## src/rtl/gps_srq_snap_pkg.sv

```systemverilog
// Shared constants for the GPS SRQ/snapshot slice: channel geometry,
// stream select encodings and the snapshot width formula.
package gps_srq_snap_pkg;

   localparam int unsigned GPS_CHANS     = 12;
   localparam int unsigned GPS_CW        = 4;
   localparam int unsigned GPS_TICK_BITS = 48;
   localparam int unsigned GPS_OVR_BITS  = 2;

   localparam logic SEL_SRQ  = 1'b0;
   localparam logic SEL_SNAP = 1'b1;

   // Snapshot layout: {ticks, pending, ovr[NCHAN-1] .. ovr[0]}
   function automatic int unsigned snap_w(input int unsigned tick_bits,
                                          input int unsigned nchan,
                                          input int unsigned ovr_bits);
      return tick_bits + nchan + nchan * ovr_bits;
   endfunction

endpackage

```

## src/rtl/gps_srq_snap_if.sv

```systemverilog
// Host/demod-side signal bundle of gps_srq_snap; master drives the
// requests and strobes, slave is the snapshot block itself.
interface gps_srq_snap_if #(
   parameter int unsigned NCHAN     = gps_srq_snap_pkg::GPS_CHANS,
   parameter int unsigned CW        = gps_srq_snap_pkg::GPS_CW,
   parameter int unsigned TICK_BITS = gps_srq_snap_pkg::GPS_TICK_BITS
) ();

   logic [NCHAN-1:0]     chan_srq;
   logic                 host_srq;
   logic [TICK_BITS-1:0] ticks;
   logic                 mask_wr;
   logic [NCHAN-1:0]     mask_din;
   logic                 ack_valid;
   logic [CW-1:0]        ack_chan;
   logic                 load_srq;
   logic                 load_snap;
   logic                 shift;
   logic                 ser;
   logic                 next_valid;
   logic [CW-1:0]        next_chan;

   modport master (
      output chan_srq, host_srq, ticks, mask_wr, mask_din,
             ack_valid, ack_chan, load_srq, load_snap, shift,
      input  ser, next_valid, next_chan
   );

   modport slave (
      input  chan_srq, host_srq, ticks, mask_wr, mask_din,
             ack_valid, ack_chan, load_srq, load_snap, shift,
      output ser, next_valid, next_chan
   );

endinterface

```

## src/rtl/gps_prio_enc.sv

```systemverilog
// LSB-first priority encoder: reports the lowest set request bit.
// Index is forced to 0 when nothing is requested.
module gps_prio_enc
   import gps_srq_snap_pkg::*;
#(
   parameter int unsigned NCHAN = GPS_CHANS,
   parameter int unsigned CW    = GPS_CW
) (
   input  logic [NCHAN-1:0] req,
   output logic             valid_c,
   output logic [CW-1:0]    idx_c
);

   // Walk downward so the lowest set bit is the last one written.
   always_comb begin
      valid_c = 1'b0;
      idx_c   = '0;
      for (int i = int'(NCHAN) - 1; i >= 0; i--) begin
         if (req[i]) begin
            valid_c = 1'b1;
            idx_c   = CW'(i);
         end
      end
   end

endmodule

```

## src/rtl/gps_srq_snap.sv

```systemverilog
// GPS service-request tracker with per-channel overrun counting, SRQ and
// tick/pending/overrun snapshot serialisers, and a next-channel hint.
module gps_srq_snap
   import gps_srq_snap_pkg::*;
#(
   parameter int unsigned NCHAN     = GPS_CHANS,
   parameter int unsigned CW        = GPS_CW,
   parameter int unsigned TICK_BITS = GPS_TICK_BITS,
   parameter int unsigned OVR_BITS  = GPS_OVR_BITS
) (
   input logic           clk,
   input logic           rst,
   gps_srq_snap_if.slave bus
);

   localparam int unsigned SRQ_W  = NCHAN + 1;
   localparam int unsigned SNAP_W = snap_w(TICK_BITS, NCHAN, OVR_BITS);
   localparam logic [OVR_BITS-1:0] OVR_MAX = '1;

   logic [NCHAN-1:0]          pending;
   logic [NCHAN*OVR_BITS-1:0] ovr_flat;
   logic [NCHAN-1:0]          mask;
   logic                      host_noted;
   logic [SRQ_W-1:0]          srq_sh;
   logic [SNAP_W-1:0]         snap_sh;
   logic                      sel;
   logic [NCHAN-1:0]          req_masked;
   logic                      enc_valid;
   logic [CW-1:0]             enc_idx;
   logic                      any_load;

   // Per-channel pending flag and saturating overrun counter.
   for (genvar i = 0; i < NCHAN; i++) begin : g_chan
      logic                clr;
      logic                pend_q;
      logic [OVR_BITS-1:0] ovr_q;

      assign clr = bus.ack_valid && (bus.ack_chan == CW'(i));

      always_ff @(posedge clk) begin
         if (rst) begin
            pend_q <= 1'b0;
            ovr_q  <= '0;
         end else begin
            pend_q <= bus.chan_srq[i] | (pend_q & ~clr);
            if (clr) begin
               ovr_q <= '0;
            end else if (bus.chan_srq[i] && pend_q && (ovr_q != OVR_MAX)) begin
               ovr_q <= ovr_q + OVR_BITS'(1);
            end
         end
      end

      assign pending[i]                          = pend_q;
      assign ovr_flat[i*OVR_BITS +: OVR_BITS]    = ovr_q;
   end

   // Mask register and sticky host request, re-armed by each SRQ capture.
   always_ff @(posedge clk) begin
      if (rst) begin
         mask       <= '0;
         host_noted <= 1'b0;
      end else begin
         if (bus.mask_wr) begin
            mask <= bus.mask_din;
         end
         if (bus.load_srq) begin
            host_noted <= bus.host_srq;
         end else begin
            host_noted <= host_noted | bus.host_srq;
         end
      end
   end

   assign any_load = bus.load_srq | bus.load_snap;

   // Loads beat shifts; only the selected shifter advances.
   always_ff @(posedge clk) begin
      if (rst) begin
         srq_sh  <= '0;
         snap_sh <= '0;
         sel     <= SEL_SRQ;
      end else begin
         if (bus.load_srq) begin
            srq_sh <= {host_noted | bus.host_srq, pending & mask};
         end else if (bus.shift && !any_load && (sel == SEL_SRQ)) begin
            srq_sh <= srq_sh << 1;
         end

         if (bus.load_snap) begin
            snap_sh <= {bus.ticks, pending, ovr_flat};
         end else if (bus.shift && !any_load && (sel == SEL_SNAP)) begin
            snap_sh <= snap_sh << 1;
         end

         if (bus.load_snap) begin
            sel <= SEL_SNAP;
         end else if (bus.load_srq) begin
            sel <= SEL_SRQ;
         end
      end
   end

   assign bus.ser = (sel == SEL_SNAP) ? snap_sh[SNAP_W-1] : srq_sh[SRQ_W-1];

   assign req_masked = pending & mask;

   gps_prio_enc #(
      .NCHAN (NCHAN),
      .CW    (CW)
   ) u_prio (
      .req     (req_masked),
      .valid_c (enc_valid),
      .idx_c   (enc_idx)
   );

   always_ff @(posedge clk) begin
      if (rst) begin
         bus.next_valid <= 1'b0;
         bus.next_chan  <= '0;
      end else begin
         bus.next_valid <= enc_valid;
         bus.next_chan  <= enc_idx;
      end
   end

endmodule

```

## src/flat_wrapper.sv

```systemverilog
// flat-port wrapper written by rule: the top's interface ports become plain ports
module gps_srq_snap_flat import gps_srq_snap_pkg::*;
#(
   parameter int unsigned NCHAN     = GPS_CHANS,
   parameter int unsigned CW        = GPS_CW,
   parameter int unsigned TICK_BITS = GPS_TICK_BITS,
   parameter int unsigned OVR_BITS  = GPS_OVR_BITS
)
  (clk, rst, bus_chan_srq, bus_host_srq, bus_ticks, bus_mask_wr, bus_mask_din, bus_ack_valid, bus_ack_chan, bus_load_srq, bus_load_snap, bus_shift, bus_ser, bus_next_valid, bus_next_chan);
  gps_srq_snap_if #(.NCHAN(NCHAN), .CW(CW), .TICK_BITS(TICK_BITS)) bus_i ();
  input logic clk;
  input logic rst;
  input wire logic [$bits(bus_i.chan_srq)-1:0] bus_chan_srq;
  input wire logic [$bits(bus_i.host_srq)-1:0] bus_host_srq;
  input wire logic [$bits(bus_i.ticks)-1:0] bus_ticks;
  input wire logic [$bits(bus_i.mask_wr)-1:0] bus_mask_wr;
  input wire logic [$bits(bus_i.mask_din)-1:0] bus_mask_din;
  input wire logic [$bits(bus_i.ack_valid)-1:0] bus_ack_valid;
  input wire logic [$bits(bus_i.ack_chan)-1:0] bus_ack_chan;
  input wire logic [$bits(bus_i.load_srq)-1:0] bus_load_srq;
  input wire logic [$bits(bus_i.load_snap)-1:0] bus_load_snap;
  input wire logic [$bits(bus_i.shift)-1:0] bus_shift;
  output wire logic [$bits(bus_i.ser)-1:0] bus_ser;
  output wire logic [$bits(bus_i.next_valid)-1:0] bus_next_valid;
  output wire logic [$bits(bus_i.next_chan)-1:0] bus_next_chan;
  assign bus_i.chan_srq = bus_chan_srq;
  assign bus_i.host_srq = bus_host_srq;
  assign bus_i.ticks = bus_ticks;
  assign bus_i.mask_wr = bus_mask_wr;
  assign bus_i.mask_din = bus_mask_din;
  assign bus_i.ack_valid = bus_ack_valid;
  assign bus_i.ack_chan = bus_ack_chan;
  assign bus_i.load_srq = bus_load_srq;
  assign bus_i.load_snap = bus_load_snap;
  assign bus_i.shift = bus_shift;
  assign bus_ser = bus_i.ser;
  assign bus_next_valid = bus_i.next_valid;
  assign bus_next_chan = bus_i.next_chan;
  gps_srq_snap #(.NCHAN(NCHAN), .CW(CW), .TICK_BITS(TICK_BITS), .OVR_BITS(OVR_BITS)) u_core (.clk(clk), .rst(rst), .bus(bus_i));
endmodule
```

## config.mk

```make
export PLATFORM = sky130hd
export DESIGN_NAME = gps_srq_snap_flat
export DESIGN_NICKNAME = d
export VERILOG_FILES = /design/src/rtl/gps_srq_snap_pkg.sv /design/src/rtl/gps_srq_snap_if.sv /design/src/rtl/gps_prio_enc.sv /design/src/rtl/gps_srq_snap.sv /design/src/flat_wrapper.sv
export SDC_FILE = /design/constraint.sdc
export NUM_CORES = 1
export LEC_CHECK = 0
export CELL_PAD_IN_SITES_DETAIL_PLACEMENT = 1
export CELL_PAD_IN_SITES_GLOBAL_PLACEMENT = 2
export CORE_ASPECT_RATIO = 0.7
export CORE_MARGIN = 5
export CORE_UTILIZATION = 27
export CTS_CLUSTER_DIAMETER = 150
export CTS_CLUSTER_SIZE = 12
export DETAILED_ROUTE_END_ITERATION = 10
export DONT_BUFFER_PORTS = 1
export HOLD_SLACK_MARGIN = 0.08
export PLACE_DENSITY_LB_ADDON = 0.1
export SYNTH_ARGS = -nofsm -noshare
export SYNTH_HDL_FRONTEND = slang
export SYNTH_HIERARCHICAL = 1
export SYNTH_SLANG_ARGS = --single-unit
```

## constraint.sdc

```tcl
create_clock -name clk -period 3.05 [get_ports clk]
set_input_delay 0.7625 -clock clk [delete_from_list [all_inputs] [get_ports clk]]
set_output_delay 0.7625 -clock clk [all_outputs]
set_load 0.02 [all_outputs]
```

---- Word level (Yosys, flattened, before mapping) ----
Cells that the tools add are included.
operators by class
  magnitude comparators ................... 0
  multiplexer cells ....................... 31
  $mul .................................... 0
  equality and inequality tests ........... 23
  bitwise gates (word level) .............. 40
  reductions and logical operators ........ 60
  $add $sub $neg .......................... 12
  shift-type cells ........................ 0
  divide/modulo/power cells ............... 0
operators by type and width
  cell                                                             number
  84-bit 2-to-1 mux                                                2
  1-bit logical AND                                                39
  13-bit 2-to-1 mux                                                2
  2-bit OR reduction                                               13
  2-bit by 1-bit adder with 2-bit output, second input constant    12
  2-bit inequality test, second input constant                     12
  1-bit 2-to-1 mux                                                 17
  4-bit by 3-bit == test with 1-bit output, second input constant  4
  4-bit == test, second input constant                             4
  4-bit 2-to-1 mux                                                 4
  1-bit OR                                                         14
  1-bit inverter                                                   13
  1-bit AND                                                        12
  12-bit AND                                                       1
  3-bit 2-to-1 mux                                                 4
  9-bit OR reduction                                               1
  4-bit by 2-bit == test with 1-bit output, second input constant  2
  2-bit nonzero test                                               3
  5-bit OR reduction                                               1
  4-bit by 1-bit == test with 1-bit output, second input constant  1
  4-bit logical NOT                                                1
  2-bit 2-to-1 mux                                                 2
  3-bit OR reduction                                               1
  1-bit logical NOT                                                1
word-level totals
  bits in latches ......................... 0
  memories ................................ 0
  input port bits ......................... 84
  RAM bits ................................ 0
  output and inout bits ................... 6
  ROM bits ................................ 0
  logic and storage cells ................. 200
  register bits after elaboration ......... 152

---- Longest topological paths before layout ----
Gate-level depths: netlist (run 1).
  depth after elaboration ................. 13
  depth in mapped cells ................... 6
  gate-level depth less buffers ........... 6

---- By module ----
The synthesis (run 1) kept the hierarchy.
modules (own cells, without submodules)
  module        cells each  times used  area each (um2)  sequential area each (um2)
  gps_srq_snap  726         1           6605.1           3042.9
  gps_prio_enc  22          1           128.9            0.0

---- Least setup slack after synthesis (run 1) ----
Ideal clock, no wire load.
  kind .................................... input port to flip-flop
  start ................................... input rst
  end ..................................... register u_core.g_chan[0].ovr_q[0]
  setup slack ............................. 1.271 ns
  buffers on the path ..................... 3
  arrival ................................. 1.647 ns
  stages on the path ...................... 4
  setup time .............................. 0.132 ns
  required time ........................... 2.918 ns
  cells stage by stage .................... buf_2 -> clkbuf_1 -> clkbuf_1 -> nor3_1
on the way
  cells in the longest elaborated chain, start to end .. 1
ends and longest elaborated chain
  item                          RTL line            source
  start: declaration            flat_wrapper.sv:12  input logic rst;
  2-bit OR reduction (no line)  -
  end signal: assignment        gps_srq_snap.sv:49  ovr_q <= ovr_q + OVR_BITS'(1);
  end: declaration              gps_srq_snap.sv:36  logic [OVR_BITS-1:0] ovr_q;
No other way between the ends.
A chain may end at the register's enable or synchronous reset.

---- Worst setup path after layout (run 1) ----
  start ................................... register u_core.sel
  end ..................................... output bus_ser
on the way
  cells in the longest elaborated chain, start to end .. 1
ends and longest elaborated chain
  item                      RTL line             source
  start: declaration        gps_srq_snap.sv:26   logic sel;
  start signal: assignment  gps_srq_snap.sv:82   sel <= SEL_SRQ;
  start signal: assignment  gps_srq_snap.sv:97   sel <= SEL_SNAP;
  start signal: assignment  gps_srq_snap.sv:99   sel <= SEL_SRQ;
  1-bit 2-to-1 mux          gps_srq_snap.sv:104  assign bus.ser = (sel == SEL_SNAP) ? snap_sh[SNAP_W-1] : srq_sh[SRQ_W-1];
  end: declaration          flat_wrapper.sv:23   output wire logic [$bits(bus_i.ser)-1:0] bus_ser;
No other way between the ends.

==> results of run 1 <==
[path summary, 6_finish.rpt]
path                             endpoint                from  cells past startpoint  slack [ns]
hold reg to reg        u_core/snap_sh[50]  u_core/snap_sh[50]                      2        0.47
setup reg to reg        u_core/snap_sh[4]          u_core/sel                      4        1.22
setup / recovery                  bus_ser          u_core/sel                      1        0.97
hold / removal    u_core/g_chan[6].pend_q                 rst                      1        0.43
[registers in the layout (all words and copies together) (netlist names), 4 cells and up]
name	flops
u_core/snap_sh	84
u_core/srq_sh	13
u_core/mask	12
u_core/bus.next_chan	4
u_core/g_chan.ovr_q	24
u_core/g_chan.pend_q	12
[through the flow]
| step | setup slack (ns) | util (%) | instances | instance area (um^2) | power [mW] |
|---|---|---|---|---|---|
| 2_1_floorplan | 1.27 | - | 748 | 6730 | 2.57 |
| 3_3_place_gp | 0.888 | 28.3 | 1019 | 6960 | 2.59 |
| 3_5_place_dp | 0.851 | 28.3 | 1019 | 6960 | 2.61 |
| 4_1_cts | 0.931 | 30.8 | 1051 | 7580 | 4.91 |
| 5_1_grt | 0.911 | 30.8 | 1051 | 7580 | 5.05 |
| 6_report | 0.970 | 30.8 | 1051 | 7580 | 4.82 |
[power by group through the flow]
| stage | combinational, mW | clock, mW | sequential (mW) |
|---|---|---|---|
| after CTS | 0.363 | 2.35 | 2.20 |
| final | 0.356 | 2.26 | 2.20 |
| after floorplan | 0.359 | 0 | 2.21 |
| after global routing | 0.403 | 2.43 | 2.22 |
| after detailed placement | 0.361 | 0 | 2.25 |
| after global placement | 0.345 | 0 | 2.24 |
[cell usage in the layout, fill, tap and decap left out, types with 2 or more instances in the layout]
cell type,n
clkinv_2,2
mux2i_1,26
clkbuf_16,17
nand3b_1,15
nor2_1,86
buf_12,2
xnor2_1,11
a211oi_1,3
a21oi_1,66
nor3_1,72
dfxtp_1,152
o21ai_0,12
bufinv_16,4
nand3_1,50
nor4_2,2
a2111oi_2,38
ha_1,12
a22oi_1,48
buf_4,4
o21ai_1,2
nand2_1,4
nor2b_1,7
a2111oi_0,7
nand2b_1,2
clkinv_4,4
inv_1,49
and2_1,12
clkbuf_1,3
[worst register-to-register path, cell delays in order (launching register included)]
cell and delay [ns]:
dfxtp_1 0.45, and4bb_2 0.68, buf_12 0.27, nor3_1 0.10
a2111oi_2 0.22
[area by class of cell]
class | instances | area [um^2] | area share (%)
Clock buffer | 21 | 450 | 5.94
Clock inverter | 11 | 173 | 2.28
Inverter | 51 | 191 | 2.52
Multi-Input combinational cell | 485 | 3250 | 42.8
Sequential cell | 152 | 3040 | 40.1
Tap cell | 325 | 407 | 5.36
Timing Repair Buffer | 6 | 70.1 | 0.924
[per-layer routing]
metal  up-vias  GRT usage, %  share of wire (%)
met5         -             0                  0
met4         0          3.78               0.75
met3         7          4.16                4.9
met2        74          20.8                 44
met1      2582          19.1                 50
li1       2621             -                  -
[kinds of logic after synthesis]
kind of cell / Yosys count / synth area share (%)
AND/OR/NAND/NOR: 256 / 18.9
AO/OA/AOI/OAI: 178 / 21.3
flip-flops: 152 / 45.2
buffers and inverters: 111 / 6.80
multiplexers: 27 / 4.03
XOR/XNOR: 12 / 1.56
adder cells (fa/ha/maj): 12 / 2.23
==> flow_summary.yaml, run 1 <==
final_layout:
  syn2layout_area_growth_pct: 12.6
  fillers: 2798
  layout.nets: 809
  drive_gt1_share_pct: 11.2
  antenna_cells: 0
drt:
  wirelength_mm: 19.2
  drt_iter0_drc: 261
  final_antenna_net_count: 0
  routed-via-count: 5284
  wl_per_cell_um: 18.3
  dr.pass1.iters: 4
  drc_errors: 0
  routed_via_density: 5.03
cts:
  clock_latency_ns: 0.43
  cts_hold_buf: 0
  cts-root-buf: "clkbuf_16"
  cts_tree: "done"
  htree_levels: 4
  clock_path_buffers: 2
  post_cts_resized: 0
  clkTransAtPathRegs_ns: 0.06
  numClockSinks: 152
  post-cts-setup-buffers: 0
  cts_made_buffers: 17
pwr:
  ir_drop_uv: 382
  seqPwrFrac_pct: 45.7
  power.internal_mw: 3.68
  switching_share_pct: 23.8
  power_density_nw_per_um2: 636
  p_leak_nw: 2.78
  clkPwrFrac_pct: 47.0
  p_sw_mw: 1.15
  combinationalPowerShare_pct: 7.4
placement:
  place.gp.congestion: 0.730
  io_buffers: 0
  dp_hpwl_mm: 12.6
sta:
  fmax_mhz: 481
  finalSetupViolCount: 0
  period_needed_ns: 2.08
  finalCritPeriodShare_pct: 68.2
  maxSlewHeadroom_pct: 58.9
  finClkSkew_ns: 0.00787
  tightestPinTransition_ns: 0.616
  fin_setup_tns_ns: 0
  rsz0062_at_grt: "no"
  hold_viol: 0
  slew_violations: 0
  fin_hold_ws_ns: 0.431
synth:
  synthTopCellsByArea: "dfxtp_1, a2111oi_2, nor3_1"
  synth_area_um2: 6730
  synth_cell_types: 37
  yosys_warnings: 6
  ys_seq_elements: 152
  synth_nets: 844
  synth.top_cell.area_share_pct: 45.2
  synthTopCellsByCount: "dfxtp_1, nor2_1, nor3_1"
  synth_edf_count: 0
  async_flop_share_pct: 0
  synth_area_leader_cell: "dfxtp_1"
  synthMostInstantiatedCell: "dfxtp_1"
  synth_cells: 748
  synth_ff_type: "dfxtp_1"
  synth.yosys.seq_area_share_pct: 45.2
  syn_area_per_cell_um2: 9.00
critical_path:
  path_buf_inv: 0
  slowest_delay_ns: 0.45
  arrival_ns: 1.32
  critPathCaptureType: "output port"
  crit_family: "flip-flops"
  path_cells: "mux2_2"
  cpMaxStageDelayCell: "dfxtp_1"
  cp.required_ns: 2.29
  startpoint_type: "register"
  crit_type: "register to output port"
  worstPathMaxFanout: 5
floorplanning:
  die_w_um: 199
  num_rows: 48
  ios: 90
  die_area_um2: 28200
  initial_utilization_pct: 27.3
  fp.dieH_um: 142
  core_area_um2: 24600
global_routing:
  antenna_found_initial: 0
  grt_usage_pct: 13.8
  grt_max_degree: 153
  grt_pass1_wl_mm: 30.4
  grt_pass1_vias: 5341
  overflow: 0
run_status:
  run_status: "completed"
hold_path:
  worstHoldPathType: "primary input to register"
job:
  maxCapViolations: 0
Power figures use the tool's default switching activity.
==> inputs of run 2 (changes only) <==
==> constraint.sdc (replaced) <==
create_clock -name clk -period 2.1 [get_ports clk]
set_input_delay 0.525 -clock clk [delete_from_list [all_inputs] [get_ports clk]]
set_output_delay 0.525 -clock clk [all_outputs]
set_load 0.02 [all_outputs]
==> run 2 against run 1 <==
Against the previous run:
- die area is the same
- sequential share of layout area down 0.066 points
- worst hold slack lost 0.27 ns
- combinational power is 47% higher
- total power is 44% higher
- clock power grew 43%
- highest routed layer unchanged
==> flow_summary.yaml, run 2 (synthesized netlist as in run 1, its figures left out) <==
sta:
  rsz0062_at_grt: "no"
  period_needed_ns: 1.85
  maxSlewHeadroom_pct: 62.1
  fin_setup_tns_ns: 0
  hold_viol: 0
  finalCritPeriodShare_pct: 87.9
  finalSetupViolCount: 0
  worst_slack_ns: 0.254
  finClkSkew_ns: 0.0134
  fmax_mhz: 542
  fin_hold_ws_ns: 0.159
  tightestPinTransition_ns: 0.569
  slew_violations: 0
critical_path:
  reg2reg_to: "u_core/snap_sh[33]"
  crit_end: "bus_ser"
  crit_family: "flip-flops"
  arrival_ns: 1.32
  startpoint_type: "register"
  crit_type: "register to output port"
  worstPathMaxFanout: 5
  path_cells: "mux2_2"
  cp-startpoint: "u_core/sel"
  critPathCaptureType: "output port"
  r2r_setup_slack_ns: 0.51
  r2r_start: "u_core/sel"
  slowest_delay_ns: 0.45
  reg2regPathDepth: 4
  worst-path-stages: 1
  cp.required_ns: 1.57
  cpMaxStageDelayCell: "dfxtp_1"
  path_buf_inv: 0
floorplanning:
  die_area_um2: 28200
  core_area_um2: 24600
  num_rows: 48
  die_w_um: 199
  fp.dieH_um: 142
  initial_utilization_pct: 27.3
  ios: 90
global_routing:
  grt_max_degree: 153
  antenna_found_initial: 1
  overflow: 0
  grt_usage_pct: 14.0
  grt_pass1_wl_mm: 31.1
  grt_pass1_vias: 5516
drt:
  routed-via-count: 5330
  drc_errors: 0
  routed_via_density: 5.07
  drt_iter0_drc: 276
  wirelength_mm: 19.6
  dr.pass1.iters: 5
  final_antenna_net_count: 0
  wl_per_cell_um: 18.7
final_layout:
  largest_register_ffs: 84
  layout_common_cells: "dfxtp_1, nor2_1, nor3_1"
  syn2layout_area_growth_pct: 12.8
  drive_gt1_share_pct: 11.4
  top_register: "u_core/snap_sh"
  layout_commonest_cell: "dfxtp_1"
  reg.largest.list: "u_core/snap_sh x84, u_core/g_chan.ovr_q x24, u_core/srq_sh x13"
  instances_no_fill: 1051
  final_util_pct: 30.8
  fin_area_um2: 7600
  layout.nets: 810
cts:
  cts-root-buf: "clkbuf_16"
  cts_tree: "done"
  clock_path_buffers: 2
  cts_made_buffers: 17
  clock_latency_ns: 0.44
  post_cts_resized: 0
  clkTransAtPathRegs_ns: 0.06
  htree_levels: 4
  post-cts-setup-buffers: 0
  numClockSinks: 152
  cts_hold_buf: 0
hold_path:
  worstHoldPathType: "primary input to register"
  hold_depth: 1
placement:
  place.gp.congestion: 0.737
  dp_slack_ns: 0.336
  dp_hpwl_mm: 12.7
  dpl_cell_area_um2: 6980
  place_inst: 1020
  io_buffers: 0
run_status:
  run_status: "completed"
pwr:
  ir_drop_uv: 589
  total_power_mw: 6.95
  power_density_nw_per_um2: 915
  p_leak_nw: 2.80
job:
  maxCapViolations: 0
## run 2: per-layer routing
metal	vias to the layer above	part of all wire [%]	global-route usage (%)
met4	0	1.2	4.39
met5	-	0	0
li1	2616	-	-
met2	80	44	21.0
met1	2618	50	19.1
met3	16	5.6	4.78
## run 2: report_power, final
group          switching [mW]  internal, mW  total, mW
registers               0.134          3.06       3.20
clock network            1.22          2.01       3.23
logic                   0.272         0.250      0.522
total                    1.63          5.32       6.95
## run 2: how the worst min path moves through the flow
| stage | slack (ns) | start | endpoint |
|---|---|---|---|
| 2_1_floorplan | 0.45 | u_core/snap_sh[36] | u_core/snap_sh[36] |
| 3_3_place_gp | 0.45 | u_core/snap_sh[44] | u_core/snap_sh[44] |
| 6_report | 0.16 | rst | u_core/g_chan[6].pend_q |
| 3_5_place_dp | 0.46 | u_core/snap_sh[43] | u_core/snap_sh[43] |
| 5_1_grt | 0.13 | rst | u_core/g_chan[6].pend_q |
| 4_1_cts | 0.14 | rst | u_core/g_chan[6].pend_q |
## run 2: layout make-up
class | instances | area [um^2]
sequential | 152 | 3040
tap | 325 | 407
fill | 2800 | 17000
antenna | 1 | 2.50
multi-input combinational | 485 | 3250
clock buffer | 22 | 494
clock inverter | 8 | 119
inverter | 51 | 191
timing repair buffer | 7 | 90.1
## run 2: worst register-to-register path, delay by kind of cell, from the launching register on
| family | cells | cell delay, ns |
|---|---|---|
| AND/OR/NAND/NOR | 2 | 0.42 |
| AO/OA/AOI/OAI | 1 | 0.31 |
| flip-flops | 1 | 0.45 |
| buffers and inverters | 1 | 0.27 |
==> variant: new RTL, config.mk and constraints of run 2 <==
`GPS_CHANS`: 12 -> 6.
--- a/src/rtl/gps_srq_snap_pkg.sv
+++ b/src/rtl/gps_srq_snap_pkg.sv
@@ -3,5 +3,5 @@
 package gps_srq_snap_pkg;
 
-   localparam int unsigned GPS_CHANS     = 12;
+   localparam int unsigned GPS_CHANS     = 6;
    localparam int unsigned GPS_CW        = 4;
    localparam int unsigned GPS_TICK_BITS = 48;
Interface: changed (resized bus_chan_srq and bus_mask_din); port bits go from 90 to 78. No check against the original RTL was run, so the function may have changed too.
==> variant against run 2 <==
- hold slack improved by 0.086 ns
- wire length fell by 38%
- die area fell by 32%
- area after synthesis fell by 34%
- utilization fell by 0.16 points
- worst setup slack improved by 0.061 ns
- sequential power fell by 32%
- total power fell by 38%
- cell count fell by 33%
- sequential cell count fell by 48
- design area fell by 34%
==> variant: results (changes against run 2) <==
metric	value	unit	change
hpwl	7778	microns	-39%
hold_ws	0.2449	ns	+0.08604 ns
nNetsFinal	550		-32%
synth.area.mux_share	3.383	%	-0.65 points
synth_compound_area_share	21.58	%	+0.33 points
synth_commonest_cells	dfxtp_1 (104), a21oi_1 (55), nand3_1 (48)		
clkLatencyLatePin	0.35	ns	-0.09 ns
drt_iter0_drc	162		-41%
skew	0.007736	ns	-0.005627 ns
post_dp_cell_area	4673	sq um	-33%
syn_nets	577		-32%
hold-path-endpoint	u_core/g_chan[2].pend_q$_SDFF_PP0_		
cp-startpoint	u_core/sel$_SDFFE_PP0P_		
avgSynthCellArea	8.969	sq um	-0.37%
diodes	0		-1
met3_usage	4.795	%	+0.015 points
p_leak	1.785	nW	-36%
grt_pass1_wl	19890	microns	-36%
clkSlewWorstSetupHoldPaths	0.08	ns	+0.02 ns
synth_xor_xnor_area_share	1.174	%	-0.39 points
fill_cells	1909		-32%
synth_area_leaders	dfxtp_1 (47%), a22oi_1 (7.9%), a21oi_1 (6.2%), nand3_1 (5.4%), a2111oi_2 (4.4%)		
r2r_end	u_core/snap_sh[56]$_SDFFE_PP0P_		
grt_max_degree	104		-32%
crit_arrival	1.26	ns	-0.06 ns
register_area	2082	sq um	-32%
first_pass_iters	4		-1
gr-usage-all-layers	12.73	%	-1.3 points
status	completed		
met2_usage	20.23	%	-0.81 points
dp_slack	0.4812	ns	+0.1450 ns
max_freq	0.5600	GHz	+3.4%
synth_adder_area_share	1.677	%	-0.55 points
grtUsageMet1	16.49	%	-2.6 points
wirelength	12180	microns	-38%
min_from	rst		
largestRegisters	u_core/snap_sh x66, u_core/g_chan.ovr_q x12, u_core/srq_sh x7		
drive_above_1_share	9.224	%	-2.2 points
critPathMaxStageDelay	0.47	ns	+0.02 ns
vias_per_cell	5.084		+0.25%
ir_worst_vdd	0.3504	mV	-41%
antenna_found_initial	2		+1
wire_per_inst	17.35	microns	-7.0%
numCtsBuffers	9		-8
-- variant: changes by cell type in the layout (fill, tap and decap cells not counted), moves of 8 or more --
cell       before  now
mux2i_1        26   14
dfxtp_1       152  104
o21ai_0        12    3
nor3_1         72   38
a21oi_1        66   55
clkbuf_16      17    9
nor2_1         86   43
inv_1          49   24
a2111oi_2      38   13
a2111oi_1       0    8
-- variant: layout make-up --
| class | instances | area share [%] |
|---|---|---|
| timing repair buffer | 7 | 2.052 |
| tap | 225 | 5.629 |
| clock buffer | 9 | 4.503 |
| sequential | 104 | 41.63 |
| multi-input combinational | 324 | 42.18 |
| clock inverter | 7 | 2.052 |
| inverter | 26 | 1.951 |
-- variant: power by group --
group          leakage (nW)  switching, mW  internal [mW]
Combinational         0.766          0.155          0.163
Clock                 0.162          0.796           1.06
Sequential            0.857         0.0766           2.09
-- variant: routing by layer --
metal	share of wire, %	vias up
met5	0	-
met4	0.78	0
met3	6.0	8
met2	46	53
met1	48	1755
li1	-	1753
